### src/rtl/alu_secuencial_pkg.sv
// alu_pkg: opcode and FSM state types shared by the sequential ALU and its testbench.
// Contents: opcode_t (4-bit opcodes; 1010-1111 are reserved) and state_t (IDLE, DIV).
package alu_pkg;
    typedef enum logic [3:0] {
        OP_SUMA  = 4'd0,
        OP_RESTA = 4'd1,
        OP_MULT  = 4'd2,
        OP_DIV   = 4'd3,
        OP_MOD   = 4'd4,
        OP_AND   = 4'd5,
        OP_OR    = 4'd6,
        OP_XOR   = 4'd7,
        OP_SLL   = 4'd8,
        OP_SRL   = 4'd9
    } opcode_t;
    typedef enum logic {IDLE, DIV} state_t;
endpackage

### src/rtl/alu_secuencial_if.sv
// alu_secuencial_if: request/result bundle of the sequential ALU.
// Request: start, entrada1, entrada2, selector (master drives).
// Response: resultado, carry, cero, negativo, desbordamiento, busy, done (slave drives).
interface alu_secuencial_if #(parameter int N = 4);
    logic         start;
    logic [N-1:0] entrada1;
    logic [N-1:0] entrada2;
    logic [3:0]   selector;
    logic [N-1:0] resultado;
    logic         carry;
    logic         cero;
    logic         negativo;
    logic         desbordamiento;
    logic         busy;
    logic         done;
    modport master (
        output start, entrada1, entrada2, selector,
        input  resultado, carry, cero, negativo, desbordamiento, busy, done
    );
    modport slave (
        input  start, entrada1, entrada2, selector,
        output resultado, carry, cero, negativo, desbordamiento, busy, done
    );
endinterface

### src/rtl/alu_secuencial_divisor_iterativo.sv
// divisor_iterativo: unsigned restoring divider, one quotient bit per clock.
// Ports: clk, rst (sync, active-high), load (capture operands), dividend, divisor,
//        quotient/remainder (values after the step taken on the coming edge), fin (that step is the N-th).
module divisor_iterativo #(parameter int N = 4) (
    input  logic         clk,
    input  logic         rst,
    input  logic         load,
    input  logic [N-1:0] dividend,
    input  logic [N-1:0] divisor,
    output logic [N-1:0] quotient,
    output logic [N-1:0] remainder,
    output logic         fin
);
    localparam int CW = $clog2(N);
    logic [N-1:0]  r_q, q_q, d_q;
    logic [CW-1:0] cnt_q;
    logic [N:0]    rs, trial;
    // Outputs expose the post-step values so the owner can capture the final
    // result on the same edge that performs the last iteration.
    always_comb begin
        rs        = {r_q, q_q[N-1]};
        trial     = rs - {1'b0, d_q};
        quotient  = {q_q[N-2:0], ~trial[N]};
        remainder = trial[N] ? rs[N-1:0] : trial[N-1:0];
        fin       = cnt_q == CW'(N - 1);
    end
    always_ff @(posedge clk) begin
        if (rst) begin
            r_q   <= '0;
            q_q   <= '0;
            d_q   <= '0;
            cnt_q <= '0;
        end else if (load) begin
            r_q   <= '0;
            q_q   <= dividend;
            d_q   <= divisor;
            cnt_q <= '0;
        end else if (!fin) begin
            r_q   <= remainder;
            q_q   <= quotient;
            cnt_q <= cnt_q + 1'b1;
        end
    end
endmodule

### src/rtl/alu_secuencial.sv
// alu_secuencial: registered N-bit ALU with start/busy/done handshake and iterative div/mod.
// Ports: clk, rst (sync, active-high), bus (alu_secuencial_if.slave: operands, opcode, result, flags, busy, done).
module alu_secuencial
    import alu_pkg::*;
#(parameter int N = 4) (
    input  logic            clk,
    input  logic            rst,
    alu_secuencial_if.slave bus
);
    state_t         state_q, state_d;
    opcode_t        op_q;
    logic           load, upd, fin, c_d, v_d;
    logic [N-1:0]   a, b, res_d, quo, rem;
    logic [N:0]     sum, dif, shl, shr;
    logic [2*N-1:0] prod;
    assign a        = bus.entrada1;
    assign b        = bus.entrada2;
    assign bus.busy = state_q == DIV;
    divisor_iterativo #(.N(N)) u_div (
        .clk       (clk),
        .rst       (rst),
        .load      (load),
        .dividend  (a),
        .divisor   (b),
        .quotient  (quo),
        .remainder (rem),
        .fin       (fin)
    );
    always_comb begin
        sum     = {1'b0, a} + {1'b0, b};
        dif     = {1'b0, a} - {1'b0, b};
        prod    = {{N{1'b0}}, a} * {{N{1'b0}}, b};
        // The extra bit catches the last bit shifted out; shifts >= width flush to 0.
        shl     = {1'b0, a} << b;
        shr     = {a, 1'b0} >> b;
        state_d = state_q;
        load    = 1'b0;
        upd     = 1'b0;
        res_d   = '0;
        c_d     = 1'b0;
        v_d     = 1'b0;
        if (state_q == DIV) begin
            if (fin) begin
                upd     = 1'b1;
                state_d = IDLE;
                res_d   = op_q == OP_DIV ? quo : rem;
            end
        end else if (bus.start) begin
            upd = 1'b1;
            case (opcode_t'(bus.selector))
                OP_SUMA: begin
                    res_d = sum[N-1:0];
                    c_d   = sum[N];
                    v_d   = (a[N-1] == b[N-1]) && (sum[N-1] != a[N-1]);
                end
                OP_RESTA: begin
                    res_d = dif[N-1:0];
                    c_d   = dif[N];
                    v_d   = (a[N-1] != b[N-1]) && (dif[N-1] != a[N-1]);
                end
                OP_MULT: begin
                    res_d = prod[N-1:0];
                    c_d   = |prod[2*N-1:N];
                    v_d   = |prod[2*N-1:N];
                end
                OP_DIV, OP_MOD: begin
                    if (b != '0) begin
                        upd     = 1'b0;
                        load    = 1'b1;
                        state_d = DIV;
                    end else begin
                        res_d = bus.selector == OP_DIV ? '1 : a;
                        v_d   = 1'b1;
                    end
                end
                OP_AND: res_d = a & b;
                OP_OR:  res_d = a | b;
                OP_XOR: res_d = a ^ b;
                OP_SLL: begin
                    res_d = shl[N-1:0];
                    c_d   = shl[N];
                end
                OP_SRL: begin
                    res_d = shr[N:1];
                    c_d   = shr[0];
                end
                default: res_d = '0;
            endcase
        end
    end
    always_ff @(posedge clk) begin
        if (rst) begin
            state_q            <= IDLE;
            op_q               <= OP_SUMA;
            bus.resultado      <= '0;
            bus.carry          <= 1'b0;
            bus.cero           <= 1'b0;
            bus.negativo       <= 1'b0;
            bus.desbordamiento <= 1'b0;
            bus.done           <= 1'b0;
        end else begin
            state_q  <= state_d;
            bus.done <= upd;
            if (load)
                op_q <= opcode_t'(bus.selector);
            if (upd) begin
                bus.resultado      <= res_d;
                bus.carry          <= c_d;
                bus.cero           <= res_d == '0;
                bus.negativo       <= res_d[N-1];
                bus.desbordamiento <= v_d;
            end
        end
    end
endmodule

### src/flat_wrapper.sv
// flat-port wrapper written by rule: the top's interface ports become plain ports
module alu_secuencial_flat import alu_pkg::*;
#(parameter int N = 4)
  (clk, rst, bus_start, bus_entrada1, bus_entrada2, bus_selector, bus_resultado, bus_carry, bus_cero, bus_negativo, bus_desbordamiento, bus_busy, bus_done);
  alu_secuencial_if #(.N(N)) bus_i ();
  input  logic clk;
  input  logic rst;
  input wire logic [$bits(bus_i.start)-1:0] bus_start;
  input wire logic [$bits(bus_i.entrada1)-1:0] bus_entrada1;
  input wire logic [$bits(bus_i.entrada2)-1:0] bus_entrada2;
  input wire logic [$bits(bus_i.selector)-1:0] bus_selector;
  output wire logic [$bits(bus_i.resultado)-1:0] bus_resultado;
  output wire logic [$bits(bus_i.carry)-1:0] bus_carry;
  output wire logic [$bits(bus_i.cero)-1:0] bus_cero;
  output wire logic [$bits(bus_i.negativo)-1:0] bus_negativo;
  output wire logic [$bits(bus_i.desbordamiento)-1:0] bus_desbordamiento;
  output wire logic [$bits(bus_i.busy)-1:0] bus_busy;
  output wire logic [$bits(bus_i.done)-1:0] bus_done;
  assign bus_i.start = bus_start;
  assign bus_i.entrada1 = bus_entrada1;
  assign bus_i.entrada2 = bus_entrada2;
  assign bus_i.selector = bus_selector;
  assign bus_resultado = bus_i.resultado;
  assign bus_carry = bus_i.carry;
  assign bus_cero = bus_i.cero;
  assign bus_negativo = bus_i.negativo;
  assign bus_desbordamiento = bus_i.desbordamiento;
  assign bus_busy = bus_i.busy;
  assign bus_done = bus_i.done;
  alu_secuencial #(.N(N)) u_core (.clk(clk), .rst(rst), .bus(bus_i));
endmodule
### config.mk
export PLATFORM = sky130hd
export DESIGN_NAME = alu_secuencial_flat
export DESIGN_NICKNAME = d
export VERILOG_FILES = /design/src/rtl/alu_secuencial_pkg.sv /design/src/rtl/alu_secuencial_if.sv /design/src/rtl/alu_secuencial_divisor_iterativo.sv /design/src/rtl/alu_secuencial.sv /design/src/flat_wrapper.sv
export SDC_FILE = /design/constraint.sdc
export NUM_CORES = 1
export LEC_CHECK = 0
export BUFFER_PORTS_ARGS = -buffer_cell sky130_fd_sc_hd__buf_4
export CAP_MARGIN = 15
export CORE_ASPECT_RATIO = 2
export CORE_MARGIN = 4
export CORE_UTILIZATION = 50
export DETAILED_ROUTE_END_ITERATION = 10
export PLACE_DENSITY_LB_ADDON = 0.1
export SLEW_MARGIN = 20
export SYNTH_ARGS = -nofsm -noshare
export SYNTH_HDL_FRONTEND = slang
export SYNTH_SLANG_ARGS = --single-unit
### constraint.sdc
create_clock -name clk -period 3.4 [get_ports clk]
set_clock_uncertainty 0.15 [all_clocks]
set_input_delay 0.34 -clock clk [delete_from_list [all_inputs] [get_ports clk]]
set_output_delay 0.34 -clock clk [all_outputs]
set_load 0.01 [all_outputs]
==> results of run 1 <==
path summary, 6_finish.rpt:
kind | end | depth (start not counted)
setup reg to reg | u_core.bus.cero | 11
hold reg to reg | u_core.u_div.d_q[2] | 2
hold / removal | u_core.bus.resultado[0] | 2
setup / recovery | u_core.bus.carry | 12
cell usage in the layout (no fill, tap or decap), drive strengths merged, types with 3 or more instances in the layout:
cell    netlist  final
nand2        27     27
a211oi       11     11
nand3         8      8
a21oi        37     37
mux2          7      7
nor2         33     33
dfxtp        27     27
nor3b         4      4
nor3          6      6
xnor2         5      5
fa            7      7
a32o          3      3
mux2i         8      8
inv          25     25
o21ai        15     15
nor2b         8      8
ha           30     30
a311oi        3      3
a31oi         3      3
clkbuf       11      3
o221ai        4      4
xor2          5      5
nand2b        7      7
a21o          6      6
nor4          4      4
buf           9     34
metal layers:
layer / track usage, % / wire length, um
met1: 24.8 / 2680
met2: 47.0 / 4360
met3: 0.913 / 190
met4: 13.5 / 487
met5: 0 / 0
stage by stage:
step                      total power (W)  cell area, sq um
after floorplan                  0.000800              2750
after CTS                         0.00113              3030
final                             0.00113              3030
after global routing              0.00120              3030
after detailed placement         0.000938              2980
after global placement           0.000931              2980
worst reg2reg max path: stages (launching register included):
cell and delay (ns):
dfxtp_1 0.34, inv_1 0.07, ha_1 0.17, inv_1 0.05
fa_1 0.40, a21o_1 0.21, a21oi_4 0.21, xnor2_2 0.26
mux2_4 0.37, a221oi_2 0.28, and3_1 0.20, a32o_2 0.15
state kept, by name (all words and copies together) (netlist names):
register                   flops
u_core.op_q                    4
u_core.bus.carry               1
u_core.u_div.q_q               4
u_core.bus.done                1
u_core.u_div.cnt_q             2
u_core.u_div.r_q               4
u_core.bus.desbordamiento      1
u_core.bus.resultado           4
u_core.bus.cero                1
u_core.u_div.d_q               4
u_core.bus.busy                1
final cells by class:
| cell class | count | share of cell area [%] |
|---|---|---|
| clock inverter | 1 | 0.248 |
| clock buffer | 3 | 1.36 |
| sequential | 27 | 17.8 |
| inverter | 25 | 3.09 |
| timing repair buffer | 34 | 8.42 |
| tap | 60 | 2.48 |
| multi-input combinational | 273 | 66.6 |
cells by family after synthesis:
| logic type | after synthesis | synth area share, % |
|---|---|---|
| muxes | 15 | 6.06 |
| buffers and inverters | 45 | 6.83 |
| xor gates and xnor gates | 10 | 3.46 |
| adders and majority gates | 37 | 18.8 |
| DFF | 27 | 19.7 |
| AOI/OAI and AO/OA | 94 | 22.6 |
| and+or+nand+nor | 117 | 22.6 |
power by group:
group / internal, W / leakage (nW) / total (W) / switching (W)
Sequential: 0.000358 / 0.220 / 0.000396 / 0.0000377
Combinational: 0.000245 / 1.07 / 0.000539 / 0.000293
Clock: 0.0000834 / 0.0217 / 0.000191 / 0.000108
==> results.json, run 1 <==
{
  "whs_ns": 0.221,
  "drt_iter0_markers": 62,
  "finalNonFillerCells": 423,
  "dp.cells": 419,
  "synthFlopType": "dfxtp_1",
  "die_y_um": 113,
  "rows": 38,
  "worstPathCellList": "buf_4, nand2_1, fa_1, inv_1, fa_1, fa_1, nor3_1, a31oi_1, nor3_1, a311o_1, o211ai_1, a32o_1",
  "clock-sinks": 27,
  "hp-class": "in -> reg",
  "r2r_setup_slack_ns": 0.49,
  "antenna_left": 0,
  "n_antenna_cell": 0,
  "drv_cap": 0,
  "cp-start-kind": "primary input",
  "tightest_slew_ns": 0.652,
  "cp_max_fo": 2,
  "slew_viol_final": 0,
  "regArea_sq_um": 541,
  "drive_gt1_share_pct": 15.2,
  "final_util_pct": 56.5,
  "grt_pass1_vias": 2691,
  "ir_drop_mv": 0.438,
  "drt-total-wl_mm": 7.71,
  "crit_type": "in -> reg",
  "synth_top_area_share_pct": 19.7,
  "io_pins": 25,
  "post-cts-setup-buffers": 0,
  "cp_common_cell": "fa_1",
  "grt_max_degree": 28,
  "synth_commonest_cells": "36 x a21oi_1, 33 x nor2_1, 30 x ha_1, 27 x dfxtp_1, 26 x nand2_1",
  "port_buffers": 24,
  "multi_input_area_sq_um": 2020,
  "grt_usage_pct": 24.6,
  "cts_buffers": 3,
  "grt_pass1_wl_mm": 12.9,
  "required_ns": 3.43,
  "yosysMostFrequentCell": "a21oi_1",
  "clk_latency_ns": 0.28,
  "max_freq_ghz": 0.324,
  "die_area_sq_um": 6820,
  "wire_per_inst_um": 18.2,
  "power_density_nw_per_um2": 371,
  "ys_ff_latch": 27,
  "cts_tree": "done",
  "synth_cell_types": 60,
  "syn_avg_cell_area_sq_um": 7.96,
  "layout_setup_ws_ns": 0.318,
  "hold_viol": 0,
  "rsz0062_at_grt": "no",
  "rr_startpoint": "u_core.u_div.q_q[3]",
  "post-place-ws_ns": 0.0335,
  "finalWeightedCongestion": 0.941,
  "yosysSeqAreaShare_pct": 19.7,
  "ys.warnings.count": 0,
  "coreArea_sq_um": 5370,
  "finalNetCount": 416,
  "status": "completed",
  "path_delay_family": "adder cells",
  "synth_cells": 345,
  "gr-total-overflow": 0,
  "slowest_stage": "fa_1",
  "synth_top_area_cell": "dfxtp_1",
  "final.setup.tns_ns": 0,
  "worstPathArrival_ns": 3.12,
  "synth-edff-count": 0,
  "ys_top_cells_by_area": "dfxtp_1 20%, ha_1 14%, a21oi_1 6.6%, fa_1 5.1%, nor2_1 4.5%",
  "period_share_pct": 90.7,
  "drc": 0,
  "fill_cells": 559,
  "antenna_found_initial": 0,
  "fin_crit_ns": 3.08,
  "cts_hold_buf": 0,
  "syn_area_sq_um": 2750,
  "cp_slowest_stage_delay_ns": 0.54,
  "area_delta_synth_final_pct": 10.4,
  "cts.path.max_buffers": 2,
  "via_per_inst": 6.10,
  "post-dp-hpwl_mm": 6.22,
  "crit_path_start": "bus_entrada2[3]",
  "final-setup-viol-count": 0,
  "htree_levels": 1,
  "firstDrtPassIters": 4,
  "fp.dieW_um": 60.4,
  "p_leak_nw": 1.31,
  "synthArstFlopShare_pct": 0,
  "cts-root-buf": "clkbuf_8",
  "slew_headroom_pct": 56.2,
  "syn_nets": 397,
  "clk_pin_slew_worst_paths_ns": 0.10,
  "ctsResizeCount": 0,
  "initial_core_util_pct": 51.1,
  "end_kind": "flip-flop",
  "vias": 2582,
  "hold_start": "rst",
  "cp_num_buf_inv": 2
}
No activity file was read; power rests on OpenSTA's default activity.
==> run 2: changes to the inputs <==
--- a/config.mk
+++ b/config.mk
@@ -5,6 +5,7 @@
 export SDC_FILE = /design/constraint.sdc
 export NUM_CORES = 1
 export LEC_CHECK = 0
+export ABC_AREA = 1
 export BUFFER_PORTS_ARGS = -buffer_cell sky130_fd_sc_hd__buf_4
 export CAP_MARGIN = 15
 export CORE_ASPECT_RATIO = 2
==> results.json, run 2 <==
{
  "final_common_cell": "nand2_1",
  "rsz0062_at_grt": "no",
  "synth_commonest_cells": "106 x nand2_1, 58 x nand3_1, 50 x inv_1, 31 x nor2_1, 30 x ha_1",
  "final_util_pct": 56.4,
  "synth_mux_area_share_pct": 0,
  "finalWeightedCongestion": 1.00,
  "drive_gt1_share_pct": 14.2,
  "drt_iter0_markers": 149,
  "yosysMostFrequentCell": "nand2_1",
  "synth_top_area_cell": "dfxtp_1",
  "hp-class": "in -> reg",
  "rr_startpoint": "u_core.u_div.q_q[3]",
  "max_freq_ghz": 0.354,
  "coreArea_sq_um": 5420,
  "cts-root-buf": "clkbuf_8",
  "power_density_nw_per_um2": 328,
  "swShare_pct": 40.6,
  "end_kind": "flip-flop",
  "ys.warnings.count": 0,
  "antenna_left": 0,
  "dp.cells": 501,
  "synthSimpleGateAreaFrac_pct": 37.6,
  "synthAdderAreaFrac_pct": 18.6,
  "ys_ff_latch": 27,
  "synthFlopType": "dfxtp_1",
  "fill_cells": 574,
  "power_frac_comb_pct": 43.1,
  "final_cell_mix": "106 x nand2_1, 58 x nand3_1, 50 x inv_1",
  "synth_top_area_share_pct": 19.5,
  "crit_type": "in -> reg",
  "synth_top_family_by_area": "simple AND/OR/NAND/NOR gates",
  "wire_per_inst_um": 15.5,
  "slew_viol_final": 0,
  "port_buffers": 24,
  "vias": 2784,
  "tightest_slew_ns": 0.430,
  "slew_headroom_pct": 71.2,
  "die_y_um": 113,
  "synth_cells": 422,
  "ys_top_cells_by_area": "dfxtp_1 20%, nand2_1 14%, ha_1 14%, nand3_1 10%, inv_1 6.8%",
  "period_share_pct": 83.2,
  "seq_power_share_pct": 37.7,
  "syn_avg_cell_area_sq_um": 6.56,
  "rows": 38,
  "p_int_w": 0.000596,
  "crit_path_start": "bus_entrada2[3]",
  "via_per_inst": 5.51,
  "drv_cap": 0,
  "cp_common_cell": "nand2_1",
  "synthArstFlopShare_pct": 0,
  "grt_pass1_wl_mm": 13.1,
  "p_clk_share_pct": 19.2,
  "ctsResizeCount": 0,
  "slowest_stage": "fa_1",
  "p_leak_nw": 1.65,
  "cts_tree": "done",
  "grt_pass1_vias": 2838,
  "clk_pin_slew_worst_paths_ns": 0.10,
  "finalNetCount": 498,
  "clock-sinks": 27,
  "synth_compound_area_share_pct": 11.8,
  "hold_start": "rst",
  "total_power_w": 0.00100,
  "gr-total-overflow": 0,
  "grt_max_degree": 19,
  "post-cts-setup-buffers": 0,
  "worstPathArrival_ns": 2.92,
  "cp-start-kind": "primary input",
  "yosysSeqAreaShare_pct": 19.5,
  "die_area_sq_um": 6870,
  "final.setup.tns_ns": 0,
  "worstPathCellList": "buf_4, nand2_1, fa_1, inv_1, fa_1, fa_1, a21oi_1, nor2_1, nor2_1, xnor2_1, nor2_1, a21o_1, nand2_1, nand2_1, nand2_1",
  "cp_slowest_stage_delay_ns": 0.53,
  "required_ns": 3.49,
  "fp.dieW_um": 60.6,
  "initial_core_util_pct": 51.1,
  "area_delta_synth_final_pct": 10.3,
  "status": "completed",
  "firstDrtPassIters": 4,
  "grt_usage_pct": 25.0,
  "n_antenna_cell": 0,
  "cts.path.max_buffers": 2,
  "finalNonFillerCells": 505,
  "cts_hold_buf": 0,
  "drc": 0,
  "synth_cell_types": 38,
  "cts_buffers": 3,
  "final-setup-viol-count": 0,
  "antenna_found_initial": 0,
  "io_pins": 25,
  "post-dp-hpwl_mm": 6.67,
  "fin_crit_ns": 2.83,
  "synth_xor_xnor_area_share_pct": 2.85,
  "cp_max_fo": 7,
  "syn_nets": 474,
  "hold_viol": 0,
  "syn_area_sq_um": 2770,
  "power_switching_w": 0.000408,
  "synth-edff-count": 0,
  "htree_levels": 1,
  "ir_drop_mv": 0.292,
  "drt-total-wl_mm": 7.81,
  "clk_latency_ns": 0.28
}
run 2: cell types whose count changed after synthesis, moves of 8 or more:
cell / change
a211oi_1: -10
nand2_1: +80
inv_2: +9
mux2i_1: -8
nand3_1: +50
nor2b_1: -8
inv_1: +25
nand2_2: +8
clkbuf_1: -9
a21oi_1: -13
run 2: routing by layer:
metal  wire (um)  global-route usage, %  share of wire, %
met1        2640                   23.4                34
met2        4370                   47.0                56
met3         186                   1.83               2.4
met4         610                   17.4               7.8
met5           0                      0                 0
run 2: logic make-up after synthesis:
family                     Yosys count
AOI/OAI and AO/OA                   56
DFF                                 27
and+or+nand+nor                    225
xor gates and xnor gates             9
adders and majority gates           37
buffers and inverters               68
run 2: power by group through the flow:
stage / combinational [W] / clock (W) / sequential, W
5_1_grt: 0.000497 / 0.000211 / 0.000383
2_1_floorplan: 0.000312 / 0 / 0.000379
6_report: 0.000432 / 0.000193 / 0.000378
3_5_place_dp: 0.000429 / 0 / 0.000385
4_1_cts: 0.000431 / 0.000195 / 0.000378
3_3_place_gp: 0.000425 / 0 / 0.000385
run 2: path summary, 6_finish.rpt:
path                            to  slack, ns  cells after the start
setup / recovery  u_core.bus.carry       0.57                     15
hold / removal      u_core.op_q[2]       0.14                      2
setup reg to reg   u_core.bus.cero       1.07                     14
hold reg to reg     u_core.op_q[0]       0.31                      2
run 2: final cells by class:
cell class	instances	area, sq um	share of cell area, %
well taps	60	75.1	2.46
flip-flops and latches	27	541	17.7
multi-input cells	327	1960	64.2
inverters	60	226	7.41
repair buffers	27	203	6.63
clock buffers	3	41.3	1.35
clock inverters	1	7.51	0.246
run 2: stage by stage:
| step | hold WS (ns) | cell area [sq um] | setup slack [ns] |
|---|---|---|---|
| 5_1_grt | 0.131 | 3060 | 0.354 |
| 3_3_place_gp | 0.286 | 3010 | 0.281 |
| 2_1_floorplan | 0.277 | 2770 | 0.203 |
| 3_5_place_dp | 0.300 | 3010 | 0.240 |
| 4_1_cts | 0.136 | 3060 | 0.540 |
| 6_report | 0.141 | 3060 | 0.572 |
run 2: worst max-delay path: cells and delay by family:
kind / cells / cell delay (ns)
XOR/XNOR: 1 / 0.13
adder cells (fa/ha/maj): 3 / 1.50
buffers and inverters: 2 / 0.17
AO/OA/AOI/OAI: 2 / 0.32
AND/OR/NAND/NOR: 7 / 0.44
